## src/rtl/sha256_pkg.sv

```systemverilog
// Shared SHA-256 padder types, constants and word helpers.
// Holds the padder FSM state enum, block geometry and pad-bit masking.
package sha256_pkg;

  localparam int          SHA_BLK_WORDS = 16;
  localparam logic [31:0] SHA_PAD_WORD  = 32'h8000_0000;

  typedef enum logic [2:0] {
    IDLE,
    DATA,
    PAD,
    ZERO,
    LEN_HI,
    LEN_LO
  } pad_state_t;

  function automatic logic [31:0] byte_swap32(
    input logic [31:0] w
  );
    return {w[7:0], w[15:8], w[23:16], w[31:24]};
  endfunction

  // Keep the r message bits at the top of the word,
  // drop the rest and insert the trailing '1' bit.
  function automatic logic [31:0] pad_mask(
    input logic [31:0] w,
    input logic [4:0]  r
  );
    return (w & ~(32'hFFFF_FFFF >> r)) | (SHA_PAD_WORD >> r);
  endfunction

endpackage

```

## src/rtl/sha256_msg_padder_if.sv

```systemverilog
// Word stream from the padder to the SHA-256 core.
// master: padder drives word/idx/vld/last; slave: core drives rdy.
interface sha256_msg_padder_if;

  logic [31:0] word;
  logic [3:0]  word_idx;
  logic        word_vld;
  logic        word_rdy;
  logic        blk_last;

  modport master (
    output word,
    output word_idx,
    output word_vld,
    output blk_last,
    input  word_rdy
  );

  modport slave (
    input  word,
    input  word_idx,
    input  word_vld,
    input  blk_last,
    output word_rdy
  );

endinterface

```

## src/rtl/sha256_msg_padder.sv

```systemverilog
// SHA-256 message padder: FWFT FIFO words in, padded 16-word blocks out.
// Ports: clk_i/rst_i (sync, active-high), enable_i, start_i, bit_len_i,
//   fifo_empty_i/fifo_rd_dat_i/fifo_rd_en_o (FWFT read side),
//   wp (word stream master), busy_o, done_o.
module sha256_msg_padder
  import sha256_pkg::*;
#(
  parameter bit BYTE_SWAP = 1'b1,
  parameter int LEN_W     = 32
) (
  input  logic             clk_i,
  input  logic             rst_i,
  input  logic             enable_i,
  input  logic             start_i,
  input  logic [LEN_W-1:0] bit_len_i,
  input  logic             fifo_empty_i,
  input  logic [31:0]      fifo_rd_dat_i,
  output logic             fifo_rd_en_o,
  sha256_msg_padder_if.master wp,
  output logic             busy_o,
  output logic             done_o
);

  localparam int CW = LEN_W - 5;
  localparam logic [3:0] IDX_ZERO_END =
    4'(SHA_BLK_WORDS - 3);

  pad_state_t state_q;
  pad_state_t state_d;

  logic [LEN_W-1:0] len_q;
  logic [CW-1:0]    cnt_q;
  logic [3:0]       widx_q;
  logic [31:0]      word_q;
  logic [3:0]       idx_q;
  logic             vld_q;
  logic             last_q;
  logic             done_q;

  logic             load;
  logic             at_end;
  logic             n_zero;
  logic [CW-1:0]    cnt_init;
  logic [31:0]      fifo_w;
  logic [31:0]      len_word;
  logic             pop;
  logic             emit;
  logic [31:0]      emit_word;
  logic             emit_last;
  logic             fin;
  logic             start_ok;

  assign load   = !vld_q || wp.word_rdy;
  // The word about to be emitted sits at idx 13,
  // so the length field follows directly.
  assign at_end = (widx_q == IDX_ZERO_END);
  assign n_zero = (bit_len_i == '0);

  // cnt holds "data words left after the current one",
  // so N-1 fits in LEN_W-5 bits even for the largest length.
  assign cnt_init = (bit_len_i[4:0] != 5'd0)
                  ? bit_len_i[LEN_W-1:5]
                  : bit_len_i[LEN_W-1:5] - CW'(1);

  assign fifo_w = BYTE_SWAP ? byte_swap32(fifo_rd_dat_i)
                            : fifo_rd_dat_i;

  assign len_word = 32'(len_q);

  always_comb begin
    state_d   = state_q;
    pop       = 1'b0;
    emit      = 1'b0;
    emit_word = '0;
    emit_last = 1'b0;
    fin       = 1'b0;
    start_ok  = 1'b0;
    unique case (state_q)
      IDLE: begin
        if (start_i) begin
          start_ok = 1'b1;
          state_d  = n_zero ? PAD : DATA;
        end
      end
      DATA: begin
        if (load && !fifo_empty_i) begin
          pop       = 1'b1;
          emit      = 1'b1;
          emit_word = fifo_w;
          if (cnt_q == '0) begin
            if (len_q[4:0] != 5'd0) begin
              emit_word = pad_mask(fifo_w, len_q[4:0]);
              state_d   = at_end ? LEN_HI : ZERO;
            end else begin
              state_d = PAD;
            end
          end
        end
      end
      PAD: begin
        if (load) begin
          emit      = 1'b1;
          emit_word = SHA_PAD_WORD;
          state_d   = at_end ? LEN_HI : ZERO;
        end
      end
      ZERO: begin
        if (load) begin
          emit    = 1'b1;
          state_d = at_end ? LEN_HI : ZERO;
        end
      end
      LEN_HI: begin
        if (load) begin
          emit    = 1'b1;
          state_d = LEN_LO;
        end
      end
      LEN_LO: begin
        // vld && last means the length word is already out
        if (vld_q && last_q) begin
          if (wp.word_rdy) begin
            fin     = 1'b1;
            state_d = IDLE;
          end
        end else if (load) begin
          emit      = 1'b1;
          emit_word = len_word;
          emit_last = 1'b1;
        end
      end
      default: state_d = IDLE;
    endcase
    if (!enable_i) begin
      state_d  = IDLE;
      pop      = 1'b0;
      emit     = 1'b0;
      fin      = 1'b0;
      start_ok = 1'b0;
    end
  end

  always_ff @(posedge clk_i) begin
    if (rst_i) begin
      state_q <= IDLE;
    end else begin
      state_q <= state_d;
    end
  end

  always_ff @(posedge clk_i) begin
    if (rst_i) begin
      len_q  <= '0;
      cnt_q  <= '0;
      widx_q <= '0;
      word_q <= '0;
      idx_q  <= '0;
      vld_q  <= 1'b0;
      last_q <= 1'b0;
      done_q <= 1'b0;
    end else if (!enable_i) begin
      widx_q <= '0;
      word_q <= '0;
      idx_q  <= '0;
      vld_q  <= 1'b0;
      last_q <= 1'b0;
      done_q <= 1'b0;
    end else begin
      done_q <= fin;
      if (start_ok) begin
        len_q  <= bit_len_i;
        cnt_q  <= cnt_init;
        widx_q <= '0;
      end else if (pop && cnt_q != '0) begin
        cnt_q <= cnt_q - CW'(1);
      end
      if (load) begin
        vld_q  <= emit;
        last_q <= emit_last;
        if (emit) begin
          word_q <= emit_word;
          idx_q  <= widx_q;
          widx_q <= widx_q + 4'd1;
        end
      end
    end
  end

  assign fifo_rd_en_o = pop;
  assign wp.word      = word_q;
  assign wp.word_idx  = idx_q;
  assign wp.word_vld  = vld_q;
  assign wp.blk_last  = last_q;
  assign busy_o       = (state_q != IDLE);
  assign done_o       = done_q;

endmodule

```

## src/flat_wrapper.sv

```systemverilog
// flat-port wrapper written by rule: the top's interface ports become plain ports
module sha256_msg_padder_flat import sha256_pkg::*;
#(
  parameter bit BYTE_SWAP = 1'b1,
  parameter int LEN_W     = 32
)
  (clk_i, rst_i, enable_i, start_i, bit_len_i, fifo_empty_i, fifo_rd_dat_i, fifo_rd_en_o, busy_o, done_o, wp_word, wp_word_idx, wp_word_vld, wp_blk_last, wp_word_rdy);
  sha256_msg_padder_if wp_i ();
  input  logic clk_i;
  input  logic rst_i;
  input  logic enable_i;
  input  logic start_i;
  input  logic [LEN_W-1:0] bit_len_i;
  input  logic fifo_empty_i;
  input  logic [31:0] fifo_rd_dat_i;
  output logic fifo_rd_en_o;
  output logic busy_o;
  output logic done_o;
  output wire logic [$bits(wp_i.word)-1:0] wp_word;
  output wire logic [$bits(wp_i.word_idx)-1:0] wp_word_idx;
  output wire logic [$bits(wp_i.word_vld)-1:0] wp_word_vld;
  output wire logic [$bits(wp_i.blk_last)-1:0] wp_blk_last;
  input wire logic [$bits(wp_i.word_rdy)-1:0] wp_word_rdy;
  assign wp_word = wp_i.word;
  assign wp_word_idx = wp_i.word_idx;
  assign wp_word_vld = wp_i.word_vld;
  assign wp_blk_last = wp_i.blk_last;
  assign wp_i.word_rdy = wp_word_rdy;
  sha256_msg_padder #(.BYTE_SWAP(BYTE_SWAP), .LEN_W(LEN_W)) u_core (.clk_i(clk_i), .rst_i(rst_i), .enable_i(enable_i), .start_i(start_i), .bit_len_i(bit_len_i), .fifo_empty_i(fifo_empty_i), .fifo_rd_dat_i(fifo_rd_dat_i), .fifo_rd_en_o(fifo_rd_en_o), .wp(wp_i), .busy_o(busy_o), .done_o(done_o));
endmodule
```

## config.mk

```make
export PLATFORM = sky130hd
export DESIGN_NAME = sha256_msg_padder_flat
export DESIGN_NICKNAME = d
export VERILOG_FILES = /design/src/rtl/sha256_pkg.sv /design/src/rtl/sha256_msg_padder_if.sv /design/src/rtl/sha256_msg_padder.sv /design/src/flat_wrapper.sv
export SDC_FILE = /design/constraint.sdc
export NUM_CORES = 1
export LEC_CHECK = 0
export ABC_AREA = 1
export BUFFER_PORTS_ARGS = -buffer_cell sky130_fd_sc_hd__buf_2
export CORE_ASPECT_RATIO = 2
export CORE_UTILIZATION = 40
export CTS_CLUSTER_SIZE = 24
export DETAILED_ROUTE_END_ITERATION = 10
export PLACE_DENSITY = 0.67
export SETUP_SLACK_MARGIN = 0.15
export SYNTH_ARGS = -nofsm -noshare
export SYNTH_HDL_FRONTEND = slang
export SYNTH_SLANG_ARGS = --single-unit
```

## constraint.sdc

```tcl
create_clock -name clk_i -period 2.9 [get_ports clk_i]
set_clock_uncertainty 0.15 [all_clocks]
set_input_delay 0.29 -clock clk_i [delete_from_list [all_inputs] [get_ports clk_i]]
set_output_delay 0.29 -clock clk_i [all_outputs]
set_load 0.05 [all_outputs]
```

Word level (Yosys, flattened, before mapping)
Index checks and enable logic that the tools add are counted.
W data, S select, Z words.
{ "totals": {"register_bits": 105, "out_inout_bits": 41, "word_cells": 90, "in_bits": 70} }
{ "op_classes": {"bitwise": 6, "eq_ne": 13, "n_reduce_logical": 22, "add_sub_neg": 3, "shift": 2, "n_mux": 35} }
{ "ops": {"columns": ["cell", "count"], "rows": [
  ["$mux W32", 4],
  ["$pmux W32 S3", 1],
  ["$mux W27", 3],
  ["$shr A32 B5 Y32 const A", 2],
  ["$sub A27 B1 Y27 const B", 2],
  ["$and A32 B32 Y32", 1],
  ["$logic_not A32 Y1", 1],
  ["$not A32 Y32", 1],
  ["$or A32 B32 Y32", 1],
  ["$logic_not A27 Y1", 1],
  ["$mux W3", 9],
  ["$reduce_bool A27 Y1", 1],
  ["$pmux W3 S5", 1],
  ["$mux W1", 12],
  ["$mux W4", 3],
  ["$ne A2 B1 Y1 const B", 5],
  ["$reduce_bool A5 Y1", 2],
  ["$reduce_and A7 Y1", 1],
  ["$eq A3 B2 Y1 const B", 2],
  ["$eq A3 B3 Y1 const B", 2],
  ["$reduce_and A2 Y1", 3],
  ["$add A4 B1 Y4 const B", 1],
  ["$eq A4 B4 Y1 const B", 1],
  ["$ne A2 B2 Y1 const B", 2],
  ["other kinds (13)", 19]
]} }

Longest topological paths before layout
{ "logic_depth": {"depth_word": 9, "mapped_depth": 14, "mapped_depth_nobuf": 13} }

Least setup slack after synthesis
No wires, ideal clock.
{ "synth_path": {"path_kind": "reg2reg", "start": "reg u_core.vld_q, in the netlist u_core.wp.word_vld", "end": "reg u_core.cnt_q[8]", "arrival_ns": 2.028, "stages_incl_launch_ff": 12, "path_buffers": 1, "setup_slack_ns": 0.605, "cell_sequence": "dfxtp_1 > nand2_1 > inv_2 > nor2_4 > nand2_4 > nor2_2 > nand2_1 > nand2_2 > buf_2 > o21ai_0 > a21oi_1 > nor2_1"} }
{ "synth_between": {"elab_chain_len": 9} }
{ "synth_lines": {"columns": ["item", "line", "text"], "rows": [
  ["start: declaration", "sha256_msg_padder.sv:36", "logic vld_q;"],
  ["start signal: assignment", "sha256_msg_padder.sv:178", "vld_q <= emit;"],
  ["$logic_not A1 Y1", "sha256_msg_padder.sv:53", "assign load = !vld_q || wp.word_rdy;"],
  ["$logic_or A1 B1 Y1", "sha256_msg_padder.sv:53", null],
  ["$logic_and A1 B1 Y1", "sha256_msg_padder.sv:86", "if (load && !fifo_empty_i) begin"],
  ["$mux W1", "sha256_msg_padder.sv:86", null],
  ["$mux W1", "sha256_msg_padder.sv:78", "unique case (state_q)"],
  ["$mux W1", "sha256_msg_padder.sv:134", "if (!enable_i) begin"],
  ["net fifo_rd_en_o", "flat_wrapper.sv:16", "output logic fifo_rd_en_o;"],
  ["$logic_and A1 B1 Y1", "sha256_msg_padder.sv:174", "end else if (pop && cnt_q != '0) begin"],
  ["$reduce_bool A2 Y1 (no line)", null, null],
  ["$reduce_and A2 Y1 (no line)", null, null],
  ["end signal: assignment", "sha256_msg_padder.sv:172", "cnt_q <= cnt_init;"],
  ["end signal: assignment", "sha256_msg_padder.sv:175", "cnt_q <= cnt_q - CW'(1);"],
  ["end: declaration", "sha256_msg_padder.sv:32", "logic [CW-1:0] cnt_q;"]
]} }
The timed path passes the listed nets, and every way through them passes these cells.
A chain may end at the register's enable or synchronous reset.

Worst setup path after layout
{ "layout_path": {"start": "reg u_core.state_q[0]", "end": "reg u_core.cnt_q[22]"} }
{ "layout_between": {"elab_chain_len": 6, "word_cells_on_any_way": 10, "classes_between": "eq/ne: 1; mux: 5; reduce/logical: 4"} }
{ "layout_lines": {"columns": ["item", "line", "text"], "rows": [
  ["start: declaration", "sha256_msg_padder.sv:28", "pad_state_t state_q;"],
  ["start signal: assignment", "sha256_msg_padder.sv:147", "state_q <= state_d;"],
  ["$eq A3 B1 Y1", "sha256_msg_padder.sv:78", null],
  ["$mux W1", "sha256_msg_padder.sv:78", null],
  ["$mux W1", "sha256_msg_padder.sv:134", null],
  ["$logic_and A1 B1 Y1", "sha256_msg_padder.sv:174", null],
  ["$reduce_bool A2 Y1 (no line)", null, null],
  ["$reduce_and A2 Y1 (no line)", null, null]
]} }
Several ways; a longest one is shown, not always the timed one.

==> metrics.csv <==
metric,value,unit
status,"complete, no violations",
worst-path maximum fanout,29,
Post-CTS Setup Inserts,0,
number of CTS-inserted buffers,9,
vias post-DR,8182,
global-route wire length before repair,40000,um
adder and majority gate portion of the synthesized area,0.00873,
synthesized instance count,1162,
maximum number of pins on one net before global-route repair,65,
number of placed instances with taps included,1453,
clock edge transition at the registers on the reported setup and hold paths,70,ps
CP Class,flop to flop,
vias in the first global route,7797,
number of DRC violations after detailed routing,0,
Cell Pwr Density,467,nW/um^2
# Max-Cap Violations,0,
minimum setup slack among reg-to-reg paths,510,ps
sequential fraction of the synthesis area,0.293,
total global routing track utilization,0.277,
slew of the pin with the lowest slew margin,757,ps
HP Start,wp_word_rdy,
fraction of final layout cells with drive strength greater than 1,0.172,
headroom to the max-slew limit,0.495,
main combinational cell family by area after synthesis,simple AND/OR/NAND/NOR gates,
worst-case reg-to-reg path depth,9,
Post-Place Setup Slack,540,ps
xor/xnor cell area share of the yosys netlist,0.0183,
weighted congestion at the end of routability-driven global placement,0.969,
Fin Hold WS,16.7,ps
Syn Nets,1237,
total length of routed wires,25700,um
Pins Over Slew Limit,0,
fill cell total of the finished layout,1924,
# resized after CTS,0,
number of storage elements in the synthesis netlist,105,
initial core utilization,0.413,
CTS H-tree lvls,3,
Core Box Area,17400,um^2
footprint of the flip-flops and latches,2100,um^2
"top library cells by usage in the layout, fill and taps aside","sky130_fd_sc_hd__nand2_1, sky130_fd_sc_hd__nand3_1, sky130_fd_sc_hd__nor2_1",
antenna violations before repair,0,
antenna diode count,0,
RSZ-0062 raised after global routing,no,
"Remaining Overflow, GRT",0,
count of final hold-check violations,0,
final setup fails,0,
share of the cycle needed by the critical path after routing,0.824,
syn avg cell area,6.17,um^2
Synth Area in Compound Gates,0.173,
multiplexer share of the synthesized area,0,
data required time at the worst endpoint,2980,ps
Setup crit start kind,flop,
"most common cell after layout, fill and taps aside",sky130_fd_sc_hd__nand2_1,
net count reported at finish,1329,
Cell variety after synth,49,
leakage power,3.73,nW
"non-filler cells, final",1469,
final critical delay including setup and external delays,2390,ps
Multi-input gate area,4270,um^2
PnR worst setup slack,511,ps
area of the die,18500,um^2
Mapped Area,7170,um^2
CP Capture Type,flop,
CTS tree,built,
terminus of the critical flop-to-flop path,u_core.cnt_q[22],
source-to-sink clock delay at the later pin of the worst-skew pair,360,ps
worst vdd rail ir drop,245,uV
launch instance of the worst register-to-register path,u_core.state_q[0],
Die X,96.7,um
number of top-level pins,111,
sinks on the clock net,105,
WHS Endpoint,u_core.done_o,
Iteration-0 DRC Markers,552,
ratio of routed vias to standard cells,5.57,
total power draw,0.00379,W
type of the worst min-delay path,primary input to flop,
Min-Delay Path Depth,3,
worst endpoint data arrival time,2470,ps
quantity of I/O buffers inserted on ports,110,
Synthesis Warnings,0,
DR pass1 iterations,5,
number of buffers on the longest clock path,2,
final routed wire length divided by cell count,17.5,um
Sum Neg Setup Slack,0,ps
site row count,68,
placed wire-length estimate,20200,um
area grow syn2layout,13.3,%
"post-synthesis share of cell area spent on and, or, nand and nor gates",0.394,
upper clock frequency limit,419,MHz
hold buffer count at cts,0,
root buffer cell,sky130_fd_sc_hd__clkbuf_16,
number of nets with antenna violations after routing,0,
die height,191,um
cell usage after synthesis, drive strengths merged:
cell / number / area share
o311ai: 1 / 0.0012
a211oi: 5 / 0.0059
o221ai: 2 / 0.0024
a41oi: 1 / 0.0012
and2: 1 / 0.00087
o211ai: 12 / 0.013
nand2: 321 / 0.17
o22ai: 1 / 0.00087
clkbuf: 13 / 0.0068
nor2: 143 / 0.094
nand3b: 2 / 0.0026
nor3: 12 / 0.0091
a21oi: 98 / 0.071
ha: 5 / 0.0087
buf: 40 / 0.039
a21o: 2 / 0.0021
o21ai: 85 / 0.059
dfxtp: 105 / 0.29
clkinv: 1 / 0.00052
or2: 6 / 0.0052
o21a: 4 / 0.0042
nor4: 1 / 0.00087
a221oi: 1 / 0.0012
o211a: 1 / 0.0014
xor2: 12 / 0.015
inv: 125 / 0.066
nand3: 126 / 0.089
nand4: 22 / 0.019
a31oi: 8 / 0.0070
o21bai: 3 / 0.0031
xnor2: 3 / 0.0037
cells by family after synthesis:
family | after synthesis
simple gates | 634
compound gates | 224
buf+inv | 179
flops | 105
xor+xnor | 15
fa+ha+maj | 5
how the worst max path moves through the flow:
stage / slack (ps) / from / endpoint / cells past startpoint
2_1_floorplan: 610 / u_core.wp.word_vld / u_core.cnt_q[8] / 11
3_5_place_dp: 540 / u_core.state_q[0] / u_core.cnt_q[22] / 9
5_1_grt: 370 / u_core.state_q[2] / u_core.cnt_q[22] / 9
3_3_place_gp: 550 / u_core.state_q[0] / u_core.cnt_q[22] / 9
4_1_cts: 520 / u_core.state_q[2] / u_core.cnt_q[22] / 9
6_report: 510 / u_core.state_q[0] / u_core.cnt_q[22] / 9
stage by stage:
step / cell area [um^2] / util
after floorplan: 7170 / -
after global placement: 7840 / 0.451
after detailed placement: 7840 / 0.451
after CTS: 8120 / 0.468
after global routing: 8120 / 0.468
final: 8120 / 0.468
report_power, final:
group	leakage [nW]	switching, W	internal, W
registers	0.856	0.0000686	0.00151
logic	2.74	0.000696	0.000306
clock network	0.132	0.000575	0.000635
critical path, cell delays in order (launching register included):
cell and delay [ps]:
sky130_fd_sc_hd__dfxtp_1 350, sky130_fd_sc_hd__nor2_1 210, sky130_fd_sc_hd__nand2_1 180, sky130_fd_sc_hd__nor2_4 140
sky130_fd_sc_hd__inv_2 220, sky130_fd_sc_hd__buf_4 300, sky130_fd_sc_hd__nor2_1 260, sky130_fd_sc_hd__o21ai_0 240
sky130_fd_sc_hd__nand4_1 140, sky130_fd_sc_hd__a21oi_1 70
per-layer routing:
metal  track usage  vias up  routed length, um
met5             0        -                  0
met4         0.238        0               2190
met3        0.0278      124               1150
met2         0.518      353              13600
met1         0.269     3733               8710
li1              -     3972                  -
flip-flops by register name, indices dropped and copies added, names as in the netlist:
| name | flops |
|---|---|
| u_core.done_o | 1 |
| u_core.cnt_q | 27 |
| u_core.widx_q | 4 |
| u_core.wp.word_vld | 1 |
| u_core.wp.word | 32 |
| u_core.wp.blk_last | 1 |
| u_core.wp.word_idx | 4 |
| u_core.state_q | 3 |
| u_core.len_q | 32 |
cell type report:
cell class,count,share of cell area
Sequential cell,105,0.259
Clock inverter,3,0.00293
Tap cell,210,0.0324
Clock buffer,13,0.0320
Multi-Input combinational cell,878,0.525
Inverter,126,0.0586
Timing Repair Buffer,134,0.0900
(Power assumes the default switching activity.)
